===== src/rtl/bus_err_responder.sv =====
// rtl/bus_err_responder.sv - default/error subordinate returning windowed error codes on response bursts
module bus_err_responder #(
    parameter int AddrWidth      = 48,
    parameter int MetaDataWidth  = 1,
    parameter int ErrBits        = 3,
    parameter int LenWidth       = 8,
    parameter int NumOutstanding = 4,
    parameter int NumWindows     = 2
) (
    input  logic                            clk_i,
    input  logic                            rst_i,
    input  logic                            req_valid_i,
    output logic                            req_ready_o,
    input  logic [AddrWidth-1:0]            req_addr_i,
    input  logic [MetaDataWidth-1:0]        req_meta_i,
    input  logic [LenWidth-1:0]             req_len_i,
    output logic                            rsp_valid_o,
    input  logic                            rsp_ready_i,
    output logic                            rsp_last_o,
    output logic [ErrBits-1:0]              rsp_err_o,
    output logic [MetaDataWidth-1:0]        rsp_meta_o,
    input  logic [NumWindows-1:0]           win_en_i,
    input  logic [NumWindows*AddrWidth-1:0] win_base_i,
    input  logic [NumWindows*AddrWidth-1:0] win_limit_i,
    input  logic [NumWindows*ErrBits-1:0]   win_err_i,
    input  logic [ErrBits-1:0]              default_err_i,
    output logic [31:0]                     err_count_o,
    input  logic                            err_count_clr_i,
    output logic                            busy_o
);

    localparam int PtrW = $clog2(NumOutstanding);
    localparam int CntW = $clog2(NumOutstanding + 1);
    localparam logic [CntW-1:0] FullCnt = CntW'(NumOutstanding);
    localparam logic [PtrW-1:0] LastPtr = PtrW'(NumOutstanding - 1);

    typedef enum logic {
        ST_IDLE  = 1'b0,
        ST_BURST = 1'b1
    } state_e;

    state_e                   r_state;
    state_e                   w_state_nxt;
    logic [PtrW-1:0]          r_wptr;
    logic [PtrW-1:0]          r_rptr;
    logic [CntW-1:0]          r_count;
    logic [CntW-1:0]          w_count_nxt;
    logic                     r_ready;
    logic [LenWidth-1:0]      r_beat_cnt;
    logic [31:0]              r_err_count;

    logic [MetaDataWidth-1:0] r_q_meta [NumOutstanding];
    logic [LenWidth-1:0]      r_q_len  [NumOutstanding];
    logic [ErrBits-1:0]       r_q_code [NumOutstanding];

    logic                     w_hit;
    logic [ErrBits-1:0]       w_code;
    logic                     w_push;
    logic                     w_pop;
    logic                     w_beat_hs;
    logic                     w_last;
    logic                     w_burst;

    // Lowest-index enabled window containing the address wins; base > limit can never contain it.
    always_comb begin
        w_hit  = 1'b0;
        w_code = default_err_i;
        for (int w = 0; w < NumWindows; w++) begin
            if (!w_hit && win_en_i[w] &&
                (win_base_i[w*AddrWidth +: AddrWidth] <= req_addr_i) &&
                (req_addr_i <= win_limit_i[w*AddrWidth +: AddrWidth])) begin
                w_hit  = 1'b1;
                w_code = win_err_i[w*ErrBits +: ErrBits];
            end
        end
    end

    assign w_burst   = (r_state == ST_BURST);
    assign w_push    = req_valid_i && r_ready;
    assign w_beat_hs = w_burst && rsp_ready_i;
    assign w_last    = (r_beat_cnt == r_q_len[r_rptr]);
    assign w_pop     = w_beat_hs && w_last;

    always_comb begin
        w_count_nxt = r_count;
        if (w_push && !w_pop) begin
            w_count_nxt = r_count + CntW'(1);
        end else if (!w_push && w_pop) begin
            w_count_nxt = r_count - CntW'(1);
        end
    end

    always_comb begin
        w_state_nxt = r_state;
        case (r_state)
            ST_IDLE: begin
                if (r_count != '0) begin
                    w_state_nxt = ST_BURST;
                end
            end
            ST_BURST: begin
                if (w_pop && (w_count_nxt == '0)) begin
                    w_state_nxt = ST_IDLE;
                end
            end
            default: w_state_nxt = ST_IDLE;
        endcase
    end

    always_ff @(posedge clk_i or posedge rst_i) begin
        if (rst_i) begin
            r_state    <= ST_IDLE;
            r_wptr     <= '0;
            r_rptr     <= '0;
            r_count    <= '0;
            r_ready    <= 1'b0;
            r_beat_cnt <= '0;
        end else begin
            r_state <= w_state_nxt;
            r_count <= w_count_nxt;
            // Ready is a flop of next-cycle "not full" so it never depends on rsp_ready_i.
            r_ready <= (w_count_nxt != FullCnt);
            if (w_push) begin
                r_wptr <= (r_wptr == LastPtr) ? '0 : r_wptr + PtrW'(1);
            end
            if (w_pop) begin
                r_rptr <= (r_rptr == LastPtr) ? '0 : r_rptr + PtrW'(1);
            end
            if (w_beat_hs) begin
                r_beat_cnt <= w_last ? '0 : r_beat_cnt + LenWidth'(1);
            end
        end
    end

    always_ff @(posedge clk_i or posedge rst_i) begin
        if (rst_i) begin
            r_err_count <= '0;
        end else if (err_count_clr_i) begin
            r_err_count <= '0;
        end else if (w_pop && (r_q_code[r_rptr] != '0) && (r_err_count != 32'hFFFF_FFFF)) begin
            r_err_count <= r_err_count + 32'd1;
        end
    end

    always_ff @(posedge clk_i) begin
        if (w_push) begin
            r_q_meta[r_wptr] <= req_meta_i;
            r_q_len[r_wptr]  <= req_len_i;
            r_q_code[r_wptr] <= w_code;
        end
    end

    assign req_ready_o = r_ready;
    assign rsp_valid_o = w_burst;
    assign rsp_last_o  = w_burst && w_last;
    assign rsp_err_o   = w_burst ? r_q_code[r_rptr] : '0;
    assign rsp_meta_o  = w_burst ? r_q_meta[r_rptr] : '0;
    assign err_count_o = r_err_count;
    assign busy_o      = (r_count != '0);

endmodule


===== config.mk =====
export PLATFORM = sky130hd
export DESIGN_NAME = bus_err_responder
export DESIGN_NICKNAME = d
export VERILOG_FILES = /design/src/rtl/bus_err_responder.sv
export SDC_FILE = /design/constraint.sdc
export NUM_CORES = 1
export LEC_CHECK = 0
export ABC_CLOCK_PERIOD_IN_PS = 3300
export BUFFER_PORTS_ARGS = -buffer_cell sky130_fd_sc_hd__buf_4
export CAP_MARGIN = 20
export CORE_ASPECT_RATIO = 1.2
export CORE_MARGIN = 1.5
export CORE_UTILIZATION = 53
export DETAILED_ROUTE_END_ITERATION = 10
export PLACE_DENSITY_LB_ADDON = 0.12
export SLEW_MARGIN = 5
export SYNTH_ARGS = -nofsm -noshare
export SYNTH_HDL_FRONTEND = slang
export SYNTH_SLANG_ARGS = --single-unit

===== constraint.sdc =====
create_clock -name clk_i -period 3.3 [get_ports clk_i]
set_input_delay 0.495 -clock clk_i [delete_from_list [all_inputs] [get_ports clk_i]]
set_output_delay 0.495 -clock clk_i [all_outputs]
set_load 0.05 [all_outputs]

# ---- Yosys cells after proc, flatten, opt, wreduce, memory -nomap -nowiden
# Memories as Yosys holds them, arrays and structs flattened.
# Index checks and enable logic that the tools add are counted.
dict set report word_totals {
  word_cells 64
  mem_bits_rw 48
  in_bits 265
  output_inout_bits 40
  mem_count 3
  regBits 49
}
dict set report op_classes {
  n_mux 17
  n_reduce_logical 21
  bitwise_logic 1
  n_addsub 6
  n_eq_ne 5
  n_lt_le_gt_ge 4
}
# memory depth width rd rd_clocked_by_memory_dff write_ports line_no
set mem_list {}
lappend mem_list {r_q_len 4 8 1 0 1 53} ;# logic [LenWidth-1:0] r_q_len [NumOutstanding];
lappend mem_list {r_q_code 4 3 1 0 1 54} ;# logic [ErrBits-1:0] r_q_code [NumOutstanding];
lappend mem_list {r_q_meta 4 1 1 0 1 52} ;# logic [MetaDataWidth-1:0] r_q_meta [NumOutstanding];
# cell n
set op_table {}
lappend op_table {{<= comparator 48 bit} 4}
lappend op_table {{2-to-1 mux 32 bit} 2}
lappend op_table {{adder 32 x 1 -> 32 bit, second input constant} 1}
lappend op_table {{inequality test 32 bit, second input constant} 1}
lappend op_table {{2-to-1 mux 3 bit} 5}
lappend op_table {{logical AND 1 bit} 14}
lappend op_table {{adder 8 x 1 -> 8 bit, second input constant} 1}
lappend op_table {{== test 8 bit} 1}
lappend op_table {{2-to-1 mux 8 bit} 1}
lappend op_table {{2-to-1 mux 1 bit} 6}
lappend op_table {{nonzero test 3 bit} 2}
lappend op_table {{adder 2 x 1 -> 2 bit, second input constant} 2}
lappend op_table {{== test 2 bit, second input constant} 2}
lappend op_table {{2-to-1 mux 2 bit} 2}
lappend op_table {{adder 3 x 1 -> 3 bit, second input constant} 1}
lappend op_table {{zero test 1 bit} 3}
lappend op_table {{zero test 3 bit} 1}
lappend op_table {{inequality test 3 bit, second input constant} 1}
lappend op_table {{subtractor 3 x 1 -> 3 bit, second input constant} 1}
lappend op_table {{one-hot mux 1 bit (2 select lines)} 1}
lappend op_table {{nonzero test 2 bit} 1}
lappend op_table {{inverter 1 bit} 1}

# ---- Logic depth before layout (Yosys ltp)
# Gate-level depths: netlist (run 1).
# An unclocked memory read counts as a cell.
dict set report logic_depth {
  word_depth 10
  ltp_mapped 12
  mapped_depth_nobuf 10
}

# ---- Worst setup path before layout (run 1)
# No wires, ideal clock.
dict set report synth_path {
  path_type {input port to flip-flop}
  startpoint {input req_addr_i[43]}
  endpoint {memory r_q_code[0][0], data pin}
  arrival_ns 2.983
  slack_ns 0.051
  setup_time_ns 0.266
  path_buffers 0
  stages 10
  required_time_ns 3.034
  path_cell_list {inv_1 -> ha_1 -> nand4_1 -> or4_1 -> a2111oi_0 -> o31a_1 -> nor3_1 -> o21ai_0 -> mux2_2 -> mux2_2}
}
dict set report synth_between {
  elab_chain_cells 9
  word_cells_on_any_way 13
  classes_between {order compare (4); mux (3); reduce/logical (6)}
}
# item line_no
set synth_rtl {}
lappend synth_rtl {{from (decl)} 14} ;# input logic [AddrWidth-1:0] req_addr_i,
lappend synth_rtl {{<= comparator 48 bit} 70} ;# (win_base_i[w*AddrWidth +: AddrWidth] <= req_addr_i) &&
lappend synth_rtl {{logical AND 1 bit} 69} ;# if (!w_hit && win_en_i[w] &&
lappend synth_rtl {{logical AND 1 bit} 70}
lappend synth_rtl {{2-to-1 mux 1 bit} 69}
lappend synth_rtl {{zero test 1 bit} 69}
lappend synth_rtl {{logical AND 1 bit (2 in a row)} 69}
lappend synth_rtl {{logical AND 1 bit} 70}
lappend synth_rtl {{2-to-1 mux 3 bit *} 69}
lappend synth_rtl {{net w_code[0]} 57} ;# logic [ErrBits-1:0] w_code;
lappend synth_rtl {{to (decl)} 54}
# Mark *: on every way through the listed nets, which the timed path passes. The rest lies on a longest branch.

# ---- Final worst setup path (run 1)
dict set report layout_path {
  startpoint {input req_addr_i[44]}
  endpoint {memory r_q_code[2][0], data pin}
}
# The elaborated chain is that of the path after synthesis.

==> results of run 1 <==
==> state kept, by name, indices dropped and copies added, names as in the netlist <==
signal,flops
r_q_len,32
r_q_code,12
r_rptr,2
err_count_o,32
req_ready_o,1
r_q_meta,4
rsp_valid_o,1
r_beat_cnt,8
r_wptr,2
r_count,3
==> metrics by stage <==
step	instances	utilization, %
after floorplan	1005	-
after global placement	1579	72.19
after detailed placement	1579	72.19
after CTS	1595	73.94
after global routing	1596	74.19
final	1596	74.19
==> how the worst max path moves through the flow <==
stage	slack [ps]	endpoint	cells past startpoint	startpoint
4_1_cts	40	err_count_o[13]	10	r_rptr[0]
2_1_floorplan	50	r_q_code[0][0]	10	req_addr_i[43]
6_report	120	r_q_code[2][0]	13	req_addr_i[44]
3_5_place_dp	-300	r_q_code[3][2]	12	req_addr_i[45]
3_3_place_gp	-220	r_q_code[2][0]	12	req_addr_i[45]
5_1_grt	0.4	r_q_code[2][2]	13	req_addr_i[45]
==> cell families after synthesis <==
kind of cell	count (synthesis)
xor gates and xnor gates	35
muxes	23
adders and majority gates	202
AOI/OAI and AO/OA	205
DFF	97
and+or+nand+nor	263
buffers and inverters	180
==> report_power, final <==
| group | internal, mW | switching [mW] | leakage, nW | total, mW |
|---|---|---|---|---|
| Sequential | 1.48 | 0.129 | 1.09 | 1.61 |
| Combinational | 0.813 | 0.837 | 5.32 | 1.65 |
| Clock | 0.542 | 0.460 | 0.143 | 1.00 |
| Total | 2.84 | 1.43 | 6.55 | 4.26 |
==> Yosys cell counts (all sizes together), types with 3 or more instances <==
library cell    n
ha            202
inv           165
a21oi          66
nand4          51
dfrtp          49
nor2           49
edfxtp         48
a21o           41
nand2          41
o21ai          41
xnor2          31
nand3          22
nor3           22
nor4           15
a211oi         12
mux4           12
and3           11
nor2b          11
clkbuf         10
and4            9
mux2            9
or4             9
or3             8
and2            7
o211ai          7
o21a            6
buf             5
o31ai           4
xor2            4
a2111oi         3
a311oi          3
a31oi           3
nand2b          3
==> worst reg2reg max path, stage by stage (launching register included) <==
cell and delay [ps]:
dfrtp_1 340, buf_6 220, mux4_2 560, xnor2_1 250
nand4_1 250, nor4_4 270, o41ai_2 150, buf_4 200
or4_1 420, xnor2_1 160, nor2_1 50
==> routing by layer <==
| layer | GRT usage [%] | share of wire (%) |
|---|---|---|
| met5 | 0 | 0 |
| met4 | 12.10 | 4.1 |
| met3 | 5.445 | 5.7 |
| met2 | 56.38 | 52 |
| met1 | 33.14 | 38 |
==> cell usage in the layout, fill, tap and decap left out, types with 11 or more instances in the layout <==
cell        n
nor2b_1    11
nand4_1    51
buf_4     372
o21ai_0    41
xnor2_1    31
dfrtp_1    48
edfxtp_1   48
ha_1      202
and3_1     11
nand3_1    22
a211oi_1   12
nand2_1    41
nor2_1     47
a21oi_1    66
inv_1     164
nor3_1     21
mux4_2     12
a21o_1     41
nor4_1     14
==> timing repair <==
item | in CTS | in global routing
pin swaps | 0 | 3
hold buffers | 0 | 0
endpoints found under the setup margin | 2 | 15
gates cloned | 0 | 0
gates resized for setup | 1 | 8
==> final cells by class <==
type / instances / share of cell area [%]
clock inverter: 6 / 0.3957
clock buffer: 10 / 1.890
sequential: 97 / 21.10
tap: 216 / 2.137
inverter: 165 / 4.897
multi-input combinational: 728 / 47.25
timing repair buffer: 374 / 22.33
==> results.toml, run 1 <==
[status]
status = "finished clean"

[finish]
diodes = 0
nNetsFinal = 1842
area_growth_pct = 35.97
multi_input_area_um2 = 5976
seq_area_um2 = 2669
final_area_um2 = 12650
drive_above_1_share_pct = 30.58
nFillCells = 1344

[critical_path]
cpMostUsedCell = "buf_4"
worstReg2RegEnd = "err_count_o[13]"
worstRegToRegCells = 10
critPathTopFamily = "simple AND/OR/NAND/NOR gates"
rrSetupSlack_ps = 300
r2r-start = "r_rptr[0]"
cp_data_arrival_time_ps = 3280
slowest_stage = "or4_4"
path_class = "in2reg"
required_ps = 3390
critPathMaxStageDelay_ps = 570
critical_path_buf_inv_count = 4
endpoint_kind = "register"
cp-start-kind = "primary input"
crit_chain = "buf_4, buf_4, ha_1, nand4_1, or4_4, buf_4, nor3b_1, a21boi_1, nor4_1, o21ai_0, buf_4, mux2_2, mux2_2"
crit_fanout = 4

[clock_network]
path_clk_slew_ps = 70
worstSkewPairLatency_ps = 350
cts_tree = "yes"
post-cts-setup-buffers = 0
cts.path.max_buffers = 2
cts_root_buffer = "clkbuf_16"
cts_sinks = 97
cts_made_buffers = 9
cts_max_level = 3

[place]
pre_cts_slack_ps = -298.2
dpl_cell_area_um2 = 12310
gp_congestion = 0.9494
io_buffers = 304
dp_hpwl_mm = 24.24

[synthesis]
synth_fa_ha_area_share_pct = 27.17
synth_top_family_by_area = "adder cells"
synth_ff_type = "dfrtp_1"
seq_area_frac_synth_pct = 28.68
synth-xor-area-share_pct = 3.296
ys_ff_latch = 97
synth_edf_count = 48
yosys.area_share.simple_pct = 15.24
synth_area_leaders = "ha_1 27%, edfxtp_1 15%, dfrtp_1 13%"
async_flop_share_pct = 50.52
synth_fp_nets = 1472
yosys.area.top_type = "ha_1"
synthMuxAreaShare_pct = 4.210
syn_inst = 1005
netlist_area_um2 = 9301
yosysWarnings = 0
yosysTopAreaCellShare_pct = 27.17
synth_compound_area_share_pct = 13.95
synth_cell_types = 57
avgSynthCellArea_um2 = 9.255

[power_and_ir_drop]
p_leak_nw = 6.552
ir_drop_mv = 0.2724
powerDensity_nw_per_um2 = 337.2
finalPower_mw = 4.264

[floorplanning]
row_count = 52
start_util_pct = 54.57
fp.dieW_um = 123.9
pin_count = 305
die_y_um = 148.1
die_area_um2 = 18360
coreArea_um2 = 17050

[sta]
clock.fmax_mhz = 314.0
finalHoldViolations = 0
slew_headroom_pct = 56.22
maxSlewViolCount = 0
worst-slew-pin-transition_ps = 650.7
fin_ws_ps = 115.6
setup_viol = 0
tns_ps = 0
grt_setup_unrepaired = "no"
finalCriticalPeriod_ps = 3184
skew_ps = 7.528
fin_crit_sh_pct = 96.50
hold_ws_ps = 168.1

[drt]
drt_iter0_drc = 416
wirelength_mm = 28.08
avgRoutedWirePerCell_um = 17.59
drt-vias-per-instance = 5.581
detail-route-antenna-nets = 0
dr.pass1.iters = 4
vias = 8907
drc = 0

[hold_path]
worstHoldPathType = "in2async"

[global_routing]
antenna_found_initial = 0
grt_usage_pct = 30.18
grt_pass1_vias = 8685
grt_pass1_wl_mm = 42.53
gr-total-overflow = 0
grt_max_degree = 50

[run]
cap_viol_max_count = 0
No activity file was read; power rests on OpenSTA's default activity.
==> run 2, diff against run 1 <==
CORE_ASPECT_RATIO = 1.4   (was 1.2)
CORE_MARGIN = 4   (was 1.5)
==> run 2 against run 1 <==
Final area increased by 1.3%. Non-clock buffer count grew 10. Die area rose by 7.7%. Critical path depth fell by 3. First-iteration DRC count shrank 2.4%. Worst setup slack improved by 12 ps. Power is 4.9% higher. Clock power is 20% higher.
==> results.toml, run 2 (synthesized netlist as in run 1, its figures left out) <==
[clock_network]
cts_resized = 0
cts_root_buffer = "clkbuf_16"
ctsHoldBuffers = 0
cts_max_level = 3
worstSkewPairLatency_ps = 340
post-cts-setup-buffers = 0
cts_sinks = 97
cts_made_buffers = 9
path_clk_slew_ps = 70
cts_tree = "yes"
cts.path.max_buffers = 2

[floorplanning]
die_y_um = 164.7
fp.dieW_um = 120.0
die_area_um2 = 19760
pin_count = 305
row_count = 57
start_util_pct = 53.67
coreArea_um2 = 17330

[sta]
setup_viol = 0
fin_ws_ps = 127.5
skew_ps = 9.687
fin_crit_sh_pct = 96.14
worst-slew-pin-transition_ps = 682.1
finalCriticalPeriod_ps = 3172
clock.fmax_mhz = 315.2
slew_headroom_pct = 54.53
grt_setup_unrepaired = "yes"
maxSlewViolCount = 0
finalHoldViolations = 0

[power_and_ir_drop]
finalPower_mw = 4.473
ir_drop_mv = 0.2744
p_leak_nw = 6.623
powerDensity_nw_per_um2 = 349.1

[drt]
wirelength_mm = 29.27
drc = 0
drt-vias-per-instance = 5.482
detail-route-antenna-nets = 0
drt_iter0_drc = 406
dr.pass1.iters = 5
avgRoutedWirePerCell_um = 17.99
vias = 8920

[critical_path]
critPathMaxStageDelay_ps = 530
endpoint_kind = "register"
path_class = "reg2reg"
required_ps = 3510
crit_fanout = 19
critPathTopFamily = "simple AND/OR/NAND/NOR gates"
critical_path_buf_inv_count = 2
slowest_stage = "mux4_2"
crit_chain = "buf_4, mux4_2, xnor2_1, nand4_1, nor4_4, o41ai_2, buf_4, or4_1, xnor2_1, nor2_1"
cp_data_arrival_time_ps = 3380
cp-start-kind = "register"

[finish]
area_growth_pct = 37.76
layout_commonest_cell = "buf_4"
seq_area_um2 = 2668
drive_above_1_share_pct = 30.94
final_cell_mix = "383 x buf_4, 202 x ha_1, 164 x inv_1"
nNetsFinal = 1852
nFillCells = 1363
multi_input_area_um2 = 5991

[run]
cap_viol_max_count = 0

[place]
gp_congestion = 0.9241
io_buffers = 304
pre_cts_slack_ps = -240.1
dp_hpwl_mm = 25.61

[hold_path]
worstHoldPathType = "in2async"

[global_routing]
grt_usage_pct = 29.44
grt_pass1_vias = 9295
grt_pass1_wl_mm = 45.37
antenna_found_initial = 1
grt_max_degree = 50
gr-total-overflow = 0

[status]
status = "finished clean"
==> run 2: cell type report <==
cell class	count	share of cell area, %
Antenna cell	1	0.01953
Clock buffer	11	1.816
Clock inverter	5	0.8593
Inverter	165	4.834
Multi-Input combinational cell	728	46.75
Sequential cell	97	20.82
Tap cell	236	2.304
Timing Repair Buffer	384	22.60
==> run 2: worst paths after layout <==
path                               startpoint         endpoint  slack [ps]  depth (start not counted)
worst max-delay path                r_rptr[0]  err_count_o[13]         130                         10
worst min-delay path                    rst_i    r_beat_cnt[1]         190                          2
worst max register to register      r_rptr[0]  err_count_o[13]         130                         10
worst min register to register  r_beat_cnt[3]    r_beat_cnt[3]         570                          1
max in group asynchronous               rst_i  err_count_o[27]        2580                          3
min in group clk_i                 req_meta_i      r_q_meta[3]         360                          1
==> run 2: where the power goes <==
part | total, mW | leakage [nW] | switching [mW] | internal, mW
Clock | 1.20 | 0.166 | 0.449 | 0.750
Sequential | 1.62 | 1.09 | 0.133 | 1.48
Combinational | 1.66 | 5.36 | 0.835 | 0.822
Total | 4.47 | 6.62 | 1.42 | 3.06
==> run 2: per-layer routing <==
layer	up-vias	part of all wire [%]	GRT usage [%]
met4	0	6.0	17.14
met3	84	7.0	6.646
li1	4424	-	-
met1	4110	36	31.40
met2	302	51	53.08
met5	-	0	0
==> run 2: stage by stage <==
| stage | TNS, ps | cells | hold WS [ps] | utilization, % | instance area [um2] |
|---|---|---|---|---|---|
| final | 0 | 1627 | 187.3 | 73.94 | 12810 |
| after global routing | -13.27 | 1627 | 213.3 | 73.94 | 12810 |
| after CTS | 0 | 1625 | 348.6 | 73.56 | 12750 |
| after detailed placement | -2808 | 1609 | 547.1 | 71.58 | 12410 |
| after global placement | -2045 | 1609 | 534.6 | 71.58 | 12410 |
| after floorplan | 0 | 1005 | 504.1 | - | 9301 |
